[src/rtl/jt900h_shift_seq_pkg.sv]
// Shared constants and types for the multi-bit shift/rotate sequencer.
// ALU select and carry-source codes mirror the 900H parameter set.
package jt900h_shift_seq_pkg;

   localparam logic [4:0] SHL_ALU = 5'd10;
   localparam logic [4:0] SHR_ALU = 5'd11;

   localparam logic [2:0] CIN_CX  = 3'd1;
   localparam logic [2:0] SA_CX   = 3'd2;
   localparam logic [2:0] SH_CX   = 3'd3;
   // Unused carry-source code: the ALU falls back to cx=0
   localparam logic [2:0] ZERO_CX = 3'd7;

   typedef enum logic [2:0] {
      SHOP_RLC = 3'd0,
      SHOP_RRC = 3'd1,
      SHOP_RL  = 3'd2,
      SHOP_RR  = 3'd3,
      SHOP_SLA = 3'd4,
      SHOP_SRA = 3'd5,
      SHOP_SLL = 3'd6,
      SHOP_SRL = 3'd7
   } shop_e;

   typedef enum logic [1:0] {
      ST_IDLE = 2'd0,
      ST_RUN  = 2'd1,
      ST_DONE = 2'd2
   } state_e;

   typedef struct packed {
      logic [4:0] sel;
      logic [2:0] cx;
   } step_ctl_t;

   function automatic step_ctl_t step_ctl(input shop_e op);
      step_ctl_t c;
      c = '0;
      case (op)
         SHOP_RLC: c = '{sel: SHL_ALU, cx: SA_CX};
         SHOP_RRC: c = '{sel: SHR_ALU, cx: SH_CX};
         SHOP_RL:  c = '{sel: SHL_ALU, cx: CIN_CX};
         SHOP_RR:  c = '{sel: SHR_ALU, cx: CIN_CX};
         SHOP_SLA: c = '{sel: SHL_ALU, cx: ZERO_CX};
         SHOP_SRA: c = '{sel: SHR_ALU, cx: SA_CX};
         SHOP_SLL: c = '{sel: SHL_ALU, cx: ZERO_CX};
         SHOP_SRL: c = '{sel: SHR_ALU, cx: ZERO_CX};
         default:  c = '0;
      endcase
      return c;
   endfunction

endpackage

[src/rtl/jt900h_shift_seq_if.sv]
// Bundle between the control unit / shared ALU (master) and the shift sequencer (slave).
// alu_w carries the latched operand width {qs,ws,bs} towards the ALU.
interface jt900h_shift_seq_if;
   logic        start;
   logic [2:0]  sh_op;
   logic        bs;
   logic        ws;
   logic        qs;
   logic [4:0]  cnt;
   logic [31:0] din;
   logic        cin;
   logic        busy;
   logic        done;
   logic [31:0] dout;
   logic        cout;

   logic [4:0]  alu_sel;
   logic [2:0]  cx_sel;
   logic [31:0] alu_op2;
   logic        alu_cin;
   logic [2:0]  alu_w;
   logic [31:0] alu_rslt;
   logic        alu_c;

   modport master (
      output start, sh_op, bs, ws, qs, cnt, din, cin, alu_rslt, alu_c,
      input  busy, done, dout, cout, alu_sel, cx_sel, alu_op2, alu_cin, alu_w
   );

   modport slave (
      input  start, sh_op, bs, ws, qs, cnt, din, cin, alu_rslt, alu_c,
      output busy, done, dout, cout, alu_sel, cx_sel, alu_op2, alu_cin, alu_w
   );
endinterface

[src/rtl/jt900h_shift_seq.sv]
// Multi-bit shift/rotate sequencer: iterates the ALU's one-bit SHL/SHR step N times,
// holding the running operand and carry between steps.
module jt900h_shift_seq
   import jt900h_shift_seq_pkg::*;
(
   input  logic                 clk,
   input  logic                 rst_n,
   input  logic                 cen,
   jt900h_shift_seq_if.slave    bus
);

   state_e      state_q, state_d;
   logic [31:0] op2_q,   op2_d;
   logic        carry_q, carry_d;
   logic [4:0]  rem_q,   rem_d;
   shop_e       op_q,    op_d;
   logic [2:0]  width_q, width_d;
   logic [31:0] dout_q,  dout_d;
   logic        cout_q,  cout_d;
   step_ctl_t   ctl;

   always_ff @(posedge clk or negedge rst_n) begin
      if (!rst_n) begin
         state_q <= ST_IDLE;
         op2_q   <= '0;
         carry_q <= 1'b0;
         rem_q   <= '0;
         op_q    <= SHOP_RLC;
         width_q <= '0;
         dout_q  <= '0;
         cout_q  <= 1'b0;
      end else if (cen) begin
         state_q <= state_d;
         op2_q   <= op2_d;
         carry_q <= carry_d;
         rem_q   <= rem_d;
         op_q    <= op_d;
         width_q <= width_d;
         dout_q  <= dout_d;
         cout_q  <= cout_d;
      end
   end

   always_comb begin
      state_d = state_q;
      op2_d   = op2_q;
      carry_d = carry_q;
      rem_d   = rem_q;
      op_d    = op_q;
      width_d = width_q;
      dout_d  = dout_q;
      cout_d  = cout_q;
      ctl     = step_ctl(op_q);

      case (state_q)
         ST_IDLE: begin
            if (bus.start) begin
               op2_d   = bus.din;
               carry_d = bus.cin;
               rem_d   = (bus.cnt == 5'd0) ? 5'd16 : bus.cnt;
               op_d    = shop_e'(bus.sh_op);
               width_d = {bus.qs, bus.ws, bus.bs};
               state_d = ST_RUN;
            end
         end
         ST_RUN: begin
            op2_d   = bus.alu_rslt;
            carry_d = bus.alu_c;
            rem_d   = rem_q - 5'd1;
            // Result is captured on the final step so dout/cout are valid while done is high
            if (rem_q == 5'd1) begin
               dout_d  = bus.alu_rslt;
               cout_d  = bus.alu_c;
               state_d = ST_DONE;
            end
         end
         ST_DONE: state_d = ST_IDLE;
         default: state_d = ST_IDLE;
      endcase
   end

   assign bus.busy    = (state_q == ST_RUN);
   assign bus.done    = (state_q == ST_DONE);
   assign bus.alu_sel = (state_q == ST_RUN) ? ctl.sel : '0;
   assign bus.cx_sel  = (state_q == ST_RUN) ? ctl.cx  : '0;
   assign bus.alu_op2 = op2_q;
   assign bus.alu_cin = carry_q;
   assign bus.alu_w   = width_q;
   assign bus.dout    = dout_q;
   assign bus.cout    = cout_q;

endmodule

[src/flat_wrapper.sv]
// flat-port wrapper written by rule: the top's interface ports become plain ports
module jt900h_shift_seq_flat import jt900h_shift_seq_pkg::*;
  (clk, rst_n, cen, bus_start, bus_sh_op, bus_bs, bus_ws, bus_qs, bus_cnt, bus_din, bus_cin, bus_alu_rslt, bus_alu_c, bus_busy, bus_done, bus_dout, bus_cout, bus_alu_sel, bus_cx_sel, bus_alu_op2, bus_alu_cin, bus_alu_w);
  jt900h_shift_seq_if bus_i ();
  input  logic clk;
  input  logic rst_n;
  input  logic cen;
  input wire logic [$bits(bus_i.start)-1:0] bus_start;
  input wire logic [$bits(bus_i.sh_op)-1:0] bus_sh_op;
  input wire logic [$bits(bus_i.bs)-1:0] bus_bs;
  input wire logic [$bits(bus_i.ws)-1:0] bus_ws;
  input wire logic [$bits(bus_i.qs)-1:0] bus_qs;
  input wire logic [$bits(bus_i.cnt)-1:0] bus_cnt;
  input wire logic [$bits(bus_i.din)-1:0] bus_din;
  input wire logic [$bits(bus_i.cin)-1:0] bus_cin;
  input wire logic [$bits(bus_i.alu_rslt)-1:0] bus_alu_rslt;
  input wire logic [$bits(bus_i.alu_c)-1:0] bus_alu_c;
  output wire logic [$bits(bus_i.busy)-1:0] bus_busy;
  output wire logic [$bits(bus_i.done)-1:0] bus_done;
  output wire logic [$bits(bus_i.dout)-1:0] bus_dout;
  output wire logic [$bits(bus_i.cout)-1:0] bus_cout;
  output wire logic [$bits(bus_i.alu_sel)-1:0] bus_alu_sel;
  output wire logic [$bits(bus_i.cx_sel)-1:0] bus_cx_sel;
  output wire logic [$bits(bus_i.alu_op2)-1:0] bus_alu_op2;
  output wire logic [$bits(bus_i.alu_cin)-1:0] bus_alu_cin;
  output wire logic [$bits(bus_i.alu_w)-1:0] bus_alu_w;
  assign bus_i.start = bus_start;
  assign bus_i.sh_op = bus_sh_op;
  assign bus_i.bs = bus_bs;
  assign bus_i.ws = bus_ws;
  assign bus_i.qs = bus_qs;
  assign bus_i.cnt = bus_cnt;
  assign bus_i.din = bus_din;
  assign bus_i.cin = bus_cin;
  assign bus_i.alu_rslt = bus_alu_rslt;
  assign bus_i.alu_c = bus_alu_c;
  assign bus_busy = bus_i.busy;
  assign bus_done = bus_i.done;
  assign bus_dout = bus_i.dout;
  assign bus_cout = bus_i.cout;
  assign bus_alu_sel = bus_i.alu_sel;
  assign bus_cx_sel = bus_i.cx_sel;
  assign bus_alu_op2 = bus_i.alu_op2;
  assign bus_alu_cin = bus_i.alu_cin;
  assign bus_alu_w = bus_i.alu_w;
  jt900h_shift_seq u_core (.clk(clk), .rst_n(rst_n), .cen(cen), .bus(bus_i));
endmodule
[config.mk]
export PLATFORM = sky130hd
export DESIGN_NAME = jt900h_shift_seq_flat
export DESIGN_NICKNAME = d
export VERILOG_FILES = /design/src/rtl/jt900h_shift_seq_pkg.sv /design/src/rtl/jt900h_shift_seq_if.sv /design/src/rtl/jt900h_shift_seq.sv /design/src/flat_wrapper.sv
export SDC_FILE = /design/constraint.sdc
export NUM_CORES = 1
export LEC_CHECK = 0
export CAP_MARGIN = 10
export CORE_MARGIN = 1
export CORE_UTILIZATION = 39
export DETAILED_ROUTE_END_ITERATION = 8
export PLACE_DENSITY = 0.77
export RECOVER_POWER = 25
export SYNTH_ARGS = -nofsm -noshare
export SYNTH_HDL_FRONTEND = slang
export SYNTH_SLANG_ARGS = --single-unit
[constraint.sdc]
create_clock -name clk -period 1.7 [get_ports clk]
set_clock_uncertainty 0.05 [all_clocks]
set_input_delay 0.17 -clock clk [delete_from_list [all_inputs] [get_ports clk]]
set_output_delay 0.17 -clock clk [all_outputs]
set_load 0.02 [all_outputs]
# After elaboration in Yosys (flattened, before gate mapping)
# Memory sizes are Yosys's and may differ from the RTL's.
# Index checks and enable logic that the tools add are counted.
[totals]
regBits = 79
rom_bits = 32
inputBits = 81
wordCells = 34
n_memories = 1
[mem_list]
columns = ["name", "depth", "word_bits", "read_ports", "rd_ports_with_merged_regs", "wr", "line", "rtl"]
rows = [
  ["(no name shown)", 8, 4, 1, 0, 0, "jt900h_shift_seq_pkg.sv:39", "case (op)"],
]
[op_classes]
add_sub_neg = 1
n_eq_ne = 5
n_mux = 12
n_reduce_logical = 7
[op_table]
columns = ["cell", "count"]
rows = [
  ["case mux 32 bit (2 select lines)", 1],
  ["2-to-1 mux 32 bit", 1],
  ["2-to-1 mux 5 bit", 3],
  ["AND reduction 3 bit", 4],
  ["case mux 5 bit (2 select lines)", 1],
  ["== test 5 x 1 -> 1 bit, second input constant", 1],
  ["zero test 5 bit", 1],
  ["subtractor 5 x 1 -> 5 bit, second input constant", 1],
  ["2-to-1 mux 2 bit", 2],
  ["case mux 2 bit (2 select lines)", 1],
  ["2-to-1 mux 3 bit", 1],
  ["== test 2 x 1 -> 1 bit, second input constant", 1],
  ["== test 2 bit, second input constant", 1],
  ["zero test 2 bit", 1],
  ["inequality test 2 x 1 -> 1 bit, second input constant", 1],
  ["inequality test 2 bit, second input constant", 1],
  ["case mux 1 bit (2 select lines)", 1],
  ["nonzero test 2 bit", 1],
  ["2-to-1 mux 1 bit", 1],
]

# Logic depth before layout (Yosys ltp)
# Gate-level depths: netlist (run 1).
[logic_depth]
depth_word = 4
mapped_depth = 6

# Worst setup path before layout (run 1)
# No wires, ideal clock.
[synth_timing]
kind = "reg-to-reg"
from = "reg u_core.state_q[1]"
to = "reg u_core.op2_q[24] (netlist: u_core.bus.alu_op2[24])"
setup_ns = 0.125
arrival_ns = 1.432
t_required_ns = 1.525
slack_ns = 0.093
stages_incl_launch_ff = 6
path_buffers = 2
synth_period_minus_slack_ns = 1.607
cell_sequence = "dfrtp_1 nand2b_1 buf_2 nor2_8 buf_4 mux2_2"
[synth_via]
elab_chain_len = 3
[synth_lines]
columns = ["item", "line", "rtl"]
rows = [
  ["start: declaration", "jt900h_shift_seq.sv:12", "state_e state_q, state_d;"],
  ["start signal: assignment", "jt900h_shift_seq.sv:33", "state_q <= state_d;"],
  ["== test 2 x 1 -> 1 bit / zero test 2 bit (equally long branches)", "jt900h_shift_seq.sv:55", "case (state_q)"],
  ["nonzero test 2 bit (no source line) / inequality test 2 bit (equally long branches)", "--", ""],
  ["AND reduction 3 bit (no source line)", "--", ""],
  ["end signal: assignment", "jt900h_shift_seq.sv:34", "op2_q <= op2_d;"],
  ["end: declaration", "jt900h_shift_seq.sv:13", "logic [31:0] op2_q, op2_d;"],
]
# Several ways; a longest one is shown, not always the timed one.
# A chain may end at the register's enable or synchronous reset.

# Worst setup path after layout (run 1)
[layout_timing]
from = "reg u_core.rem_q[1]"
to = "reg u_core.dout_q[25] (netlist: u_core.bus.dout[25])"
[layout_via]
elab_chain_len = 2
[layout_lines]
columns = ["item", "line", "rtl"]
rows = [
  ["start: declaration", "jt900h_shift_seq.sv:15", "logic [4:0] rem_q, rem_d;"],
  ["start signal: assignment", "jt900h_shift_seq.sv:36", "rem_q <= rem_d;"],
  ["== test 5 x 1 -> 1 bit", "jt900h_shift_seq.sv:71", "if (rem_q == 5'd1) begin"],
  ["AND reduction 3 bit (no source line)", "--", ""],
  ["end signal: assignment", "jt900h_shift_seq.sv:39", "dout_q <= dout_d;"],
  ["end: declaration", "jt900h_shift_seq.sv:18", "logic [31:0] dout_q, dout_d;"],
]
# Every way passes these cells.

==> impl_metrics.ini, run 1 <==
[outcome]
status = complete, but fails checks
violations = negative setup slack

[global_routing]
gr-usage-all-layers_pct = 18.3
grt_max_degree = 39
gr-total-overflow = 0
grt_pass1_vias = 2961
antenna_found_initial = 0
grt_pass1_wl_um = 14600

[layout]
postLayoutCoreUtil_pct = 62.4
final_cells = 574
diodes = 0
drive_gt1_share_pct = 39.2
syn2layout_area_growth_pct = 55.5
finalNetCount = 519
stdcell_area_um2 = 6100

[sta]
period_minus_slack_ps = 1800
setup_viol = 33
rsz0062_at_grt = true
relSlewSlack_pct = 39.0
fmax_ghz = 0.555
final.setup.tns_ps = -2620
hold_viol_final = 0
slew_violations = 0
finalWorstSetupSlack_ps = -100
worst_slew_pin_slew_ps = 915
period_share_pct = 106

[detailed_routing]
drtPass1Iterations = 4
drtIter0Drc = 72
vias_per_cell = 4.77
finalWirelength_um = 9870
num_vias = 2738
wl_per_cell_um = 17.2
antenna_left = 0
drcViolationCount = 0

[synth]
synthFlopType = dfrtp_1
synthTopCellsByCount = dfrtp_1 (79), mux2_4 (57), mux2_2 (48), buf_6 (9), inv_1 (7)
synth.most_common_cell = dfrtp_1
async_flop_share_pct = 100
yosys_warnings = 0
synth_area_um2 = 3930
ys_ff_latch = 79
yosys-top-cells-area = dfrtp_1 (50%), mux2_4 (22%), mux2_2 (14%)
synth_edf_count = 0
ys_seq_area_share_pct = 50.4
synth.distinct_cells = 38
yosys.area.top_type = dfrtp_1
yosys.area.top_type_share_pct = 50.4
syn_inst = 251
avgSynthCellArea_um2 = 15.6

[min_path]
hold_class = input port to flop

[clock_tree]
numCtsBuffers = 9
htreeDepth = 3
cts_tree = built
cts-root-buf = clkbuf_8
clock_sinks = 79
clk_pin_slew_ps = 80
cts_max_path_buffers = 2
clkLatencyLatePin_ps = 340

[worst_setup_path]
crit_fanout = 6
max_stage_delay_ps = 390
cp-start-kind = flop
arrival_ps = 1970
crit_chain = inv_2 > ha_4 > nor4b_4 > nand3_4 > clkbuf_16 > mux2_4
cp-end-kind = flop
critical_path.slowest_cell = dfrtp_1
critical_path_buf_inv_count = 2
cp.required_ps = 1870
critPathTopFamily = simple AND/OR/NAND/NOR gates
path_class = flop to flop

[power]
internal_power_uw = 6230
seqPwrFrac_pct = 31.6
p_comb_share_pct = 54.9
powerDensity_nw_per_um2 = 1590
clkPwrFrac_pct = 13.5
power.switching_uw = 3480
ir_drop_mv = 0.700
p_leak_uw = 0.00277
swShare_pct = 35.9

[run]
drv_cap = 0

[die]
start_util_pct = 40.2
pin_count = 160
die_w_um = 102
rows = 36
die_h_um = 102
core_um2 = 9770
dieArea_um2 = 10500

[placed_design]
numPortBuffers = 157
gp_congestion = 0.749
dp_cells = 548
place_area_um2 = 5780
dpl.hpwl_um = 6940
==> cell type report <==
type,count,area (um2)
fill,779,3670
sequential,79,1980
timing repair buffer,188,1920
multi-input combinational,149,1800
tap,133,166
clock buffer,11,151
inverter,8,42.5
clock inverter,5,32.5
timing repair inverter,1,11.3
==> cells in the final DEF (no fill, tap or decap), drive strengths merged, types with 2 or more instances in the layout <==
master	count
a211oi	4
a21oi	3
a2bb2oi	3
buf	28
clkbuf	18
clkdlybuf4s50	148
clkinv	3
clkinvlp	3
conb	2
dfrtp	79
dlygate4sd2	4
ha	2
inv	8
mux2	105
nand2b	2
nand3b	2
nor2	5
nor3b	2
o22ai	2
or3b	2
==> sequential cells by signal (all words and copies together), names as in the netlist <==
signal / cells
u_core.state_q: 2
u_core.op_q: 3
u_core.bus.cout: 1
u_core.rem_q: 5
u_core.bus.alu_cin: 1
u_core.bus.alu_w: 3
u_core.bus.alu_op2: 32
u_core.bus.dout: 32
==> path summary, 6_finish.rpt <==
| check | slack, ps | cells past startpoint | to | start |
|---|---|---|---|---|
| hold / removal | 390 | 2 | u_core.bus.alu_w[0] | bus_bs |
| min in group asynchronous | 470 | 2 | u_core.rem_q[4] | rst_n |
| hold reg to reg | 460 | 1 | u_core.bus.alu_w[0] | u_core.bus.alu_w[0] |
| setup / recovery | -100 | 6 | u_core.bus.dout[25] | u_core.rem_q[1] |
| max in group asynchronous | 290 | 3 | u_core.bus.dout[22] | rst_n |
| setup reg to reg | -100 | 6 | u_core.bus.dout[25] | u_core.rem_q[1] |
==> through the flow <==
step	total power [uW]	setup WS [ps]	hold WS, ps
floorplan	5960	93.0	-176
global placement	8070	-85.9	113
detailed placement	8210	-149	115
CTS	9500	-104	303
global route	10200	-153	380
finish	9710	-100	395
==> worst reg2reg max path: stages, from the launching register on <==
cell       delay (ps)
dfrtp_1           390
inv_2              80
ha_4              120
nor4b_4           310
nand3_4           210
clkbuf_16         230
mux2_4            300
==> power by group through the flow <==
stage          clock network (uW)  logic [uW]  registers (uW)
6_report                     1310        5330            3070
3_5_place_dp                    0        5130            3080
3_3_place_gp                    0        5010            3060
2_1_floorplan                   0        2180            3780
4_1_cts                      1340        5100            3060
5_1_grt                      1410        5630            3160
==> timing repair <==
item,CTS,global route
gates resized for setup,15,16
hold buffers,1,0
setup buffers,0,5
pin swaps,1,2
endpoints found under the hold margin,33,0
cloned,0,4
setup endpoints to repair,45,62
==> cells by family (layout without fill, tap and decap cells) <==
group	count (synthesis)	after routing	synth area share, %
AO/OA/AOI/OAI	17	17	3.16
XOR/XNOR	1	1	0.223
adder cells (fa/ha/maj)	2	2	0.637
buffers and inverters	24	213	4.75
flip-flops	79	79	50.4
multiplexers	106	106	35.8
other	1	2	0.0955
AND/OR/NAND/NOR	21	21	4.94
==> metal layers <==
metal / up-vias / share of wire (%) / track usage (%)
met5: - / 0 / 0
met4: 0 / 0.71 / 5.27
met3: 9 / 5.8 / 4.38
met2: 98 / 51 / 32.2
met1: 1367 / 42 / 22.3
li1: 1264 / - / -
Note: power is estimated with default switching activity, not from simulation.
==> inputs of run 2 (changes only) <==
--- a/config.mk
+++ b/config.mk
@@ -6,11 +6,11 @@
 export NUM_CORES = 1
 export LEC_CHECK = 0
 export CAP_MARGIN = 10
-export CORE_MARGIN = 1
 export CORE_UTILIZATION = 39
 export DETAILED_ROUTE_END_ITERATION = 8
 export PLACE_DENSITY = 0.77
 export RECOVER_POWER = 25
+export SKIP_LAST_GASP = 1
 export SYNTH_ARGS = -nofsm -noshare
 export SYNTH_HDL_FRONTEND = slang
 export SYNTH_SLANG_ARGS = --single-unit
==> run 2 against run 1 <==
The flow still finishes with violations (negative setup slack). Routed wire length is 2.6% lower. Clock power hardly changed. Sequential power hardly changed. Die area stayed put. Clock-buffer cell count stayed put. Global-route usage is 0.059 points lower. Cell area is 0.62% lower. Combinational power is 2% lower. Non-clock buffer count is 4 lower. Critical path type unchanged. Highest routed layer unchanged.
==> impl_metrics.ini, run 2 (synthesis results as in run 1) <==
[outcome]
status = complete, but fails checks
violations = negative setup slack

[layout]
postLayoutCoreUtil_pct = 62.0
drive_gt1_share_pct = 38.3
diodes = 0
layout_commonest_cell = clkdlybuf4s50_1
syn2layout_area_growth_pct = 54.5
stdcell_area_um2 = 6060
final_cell_mix = clkdlybuf4s50_1 (148), dfrtp_1 (78), mux2_4 (57)
final_cells = 569
finalNetCount = 514

[detailed_routing]
drcViolationCount = 0
num_vias = 2711
drtIter0Drc = 59
drtPass1Iterations = 4
vias_per_cell = 4.76
antenna_left = 0
wl_per_cell_um = 16.9
finalWirelength_um = 9620

[die]
die_w_um = 102
dieArea_um2 = 10500
start_util_pct = 40.2
rows = 36
pin_count = 160
die_h_um = 102
core_um2 = 9770

[sta]
period_share_pct = 106
rsz0062_at_grt = true
period_minus_slack_ps = 1790
slew_violations = 0
final.setup.tns_ps = -2390
setup_viol = 33
hold_viol_final = 0
worst_slew_pin_slew_ps = 911
relSlewSlack_pct = 39.2
fmax_ghz = 0.558
finalWorstSetupSlack_ps = -93.7

[worst_setup_path]
path_class = flop to flop
critical_path.slowest_cell = dfrtp_1
crit_chain = inv_2 > ha_4 > nor4b_4 > nand3_4 > clkbuf_16 > mux2_4
max_stage_delay_ps = 390
cp.required_ps = 1870
crit_fanout = 6
cp-end-kind = flop
cp-start-kind = flop
arrival_ps = 1970

[run]
drv_cap = 0

[clock_tree]
cts_tree = built
cts-root-buf = clkbuf_8
cts_max_path_buffers = 2
clock_sinks = 79
numCtsBuffers = 9
clkLatencyLatePin_ps = 340
htreeDepth = 3
clk_pin_slew_ps = 80

[global_routing]
gr-usage-all-layers_pct = 18.3
antenna_found_initial = 0
gr-total-overflow = 0
grt_pass1_vias = 2955
grt_max_degree = 39
grt_pass1_wl_um = 14500

[power]
p_leak_uw = 0.00275
powerDensity_nw_per_um2 = 1580
finalPower_uw = 9580
ir_drop_mv = 0.700

[placed_design]
gp_congestion = 0.749
numPortBuffers = 157
place_area_um2 = 5780
dp_cells = 548
dpl.hpwl_um = 6940

[min_path]
hold_class = input port to flop
run 2: changes by cell type in the layout (fill, tap and decap cells not counted):
cell / before / now
inv_8: 1 / 0
mux2_2: 47 / 48
buf_2: 2 / 0
clkbuf_2: 4 / 5
clkdlybuf4s15_1: 0 / 3
dlygate4sd2_1: 4 / 2
buf_4: 18 / 14
mux2_4: 58 / 57
run 2: what timing repair did:
action / 4_1_cts / 5_1_grt
gates cloned: 0 / 3
hold endpoints to repair: 33 / 0
setup endpoints to repair: 45 / 62
setup buffers: 0 / 1
hold buffers: 1 / 0
gates resized for setup: 11 / 17
pin swaps: 1 / 2
run 2: where the power goes:
group / internal (uW) / leakage, uW / switching (uW)
sequential: 2600 / 0.000983 / 469
clock: 606 / 0.0000873 / 696
combinational: 2970 / 0.00168 / 2250
run 2: final timing paths:
path	from	to	slack (ps)	depth (start not counted)
setup / recovery	u_core.rem_q[1]	u_core.bus.dout[25]	-90	6
setup reg to reg	u_core.rem_q[1]	u_core.bus.dout[25]	-90	6
max in group asynchronous	rst_n	u_core.bus.alu_op2[29]	290	3
hold / removal	bus_bs	u_core.bus.alu_w[0]	390	2
hold reg to reg	u_core.bus.alu_op2[2]	u_core.bus.alu_op2[2]	460	1
min in group asynchronous	rst_n	u_core.rem_q[2]	470	2
run 2: layout make-up:
cell class / instances / area [um2]
multi-input combinational: 149 / 1800
clock buffer: 11 / 151
timing repair buffer: 184 / 1900
sequential: 79 / 1980
tap: 133 / 166
fill: 772 / 3710
clock inverter: 5 / 32.5
inverter: 8 / 42.5
run 2: routing by layer:
metal / wire length [um] / global-route usage [%] / vias up
li1: - / - / 1248
met1: 4030 / 22.3 / 1352
met2: 4940 / 32.0 / 102
met3: 579 / 4.38 / 9
met4: 70 / 5.27 / 0
met5: 0 / 0 / -
run 2: through the flow:
step / setup slack, ps / hold slack, ps
floorplan: 93.0 / -176
global route: -153 / 380
CTS: -104 / 303
global placement: -85.9 / 113
detailed placement: -149 / 115
finish: -93.7 / 394
run 2: critical path, delay by kind of cell (launching register included):
family	cells	cell delay (ps)
buffers and inverters	2	300
DFF	1	390
and+or+nand+nor	2	520
muxes	1	300
adders and majority gates	1	120
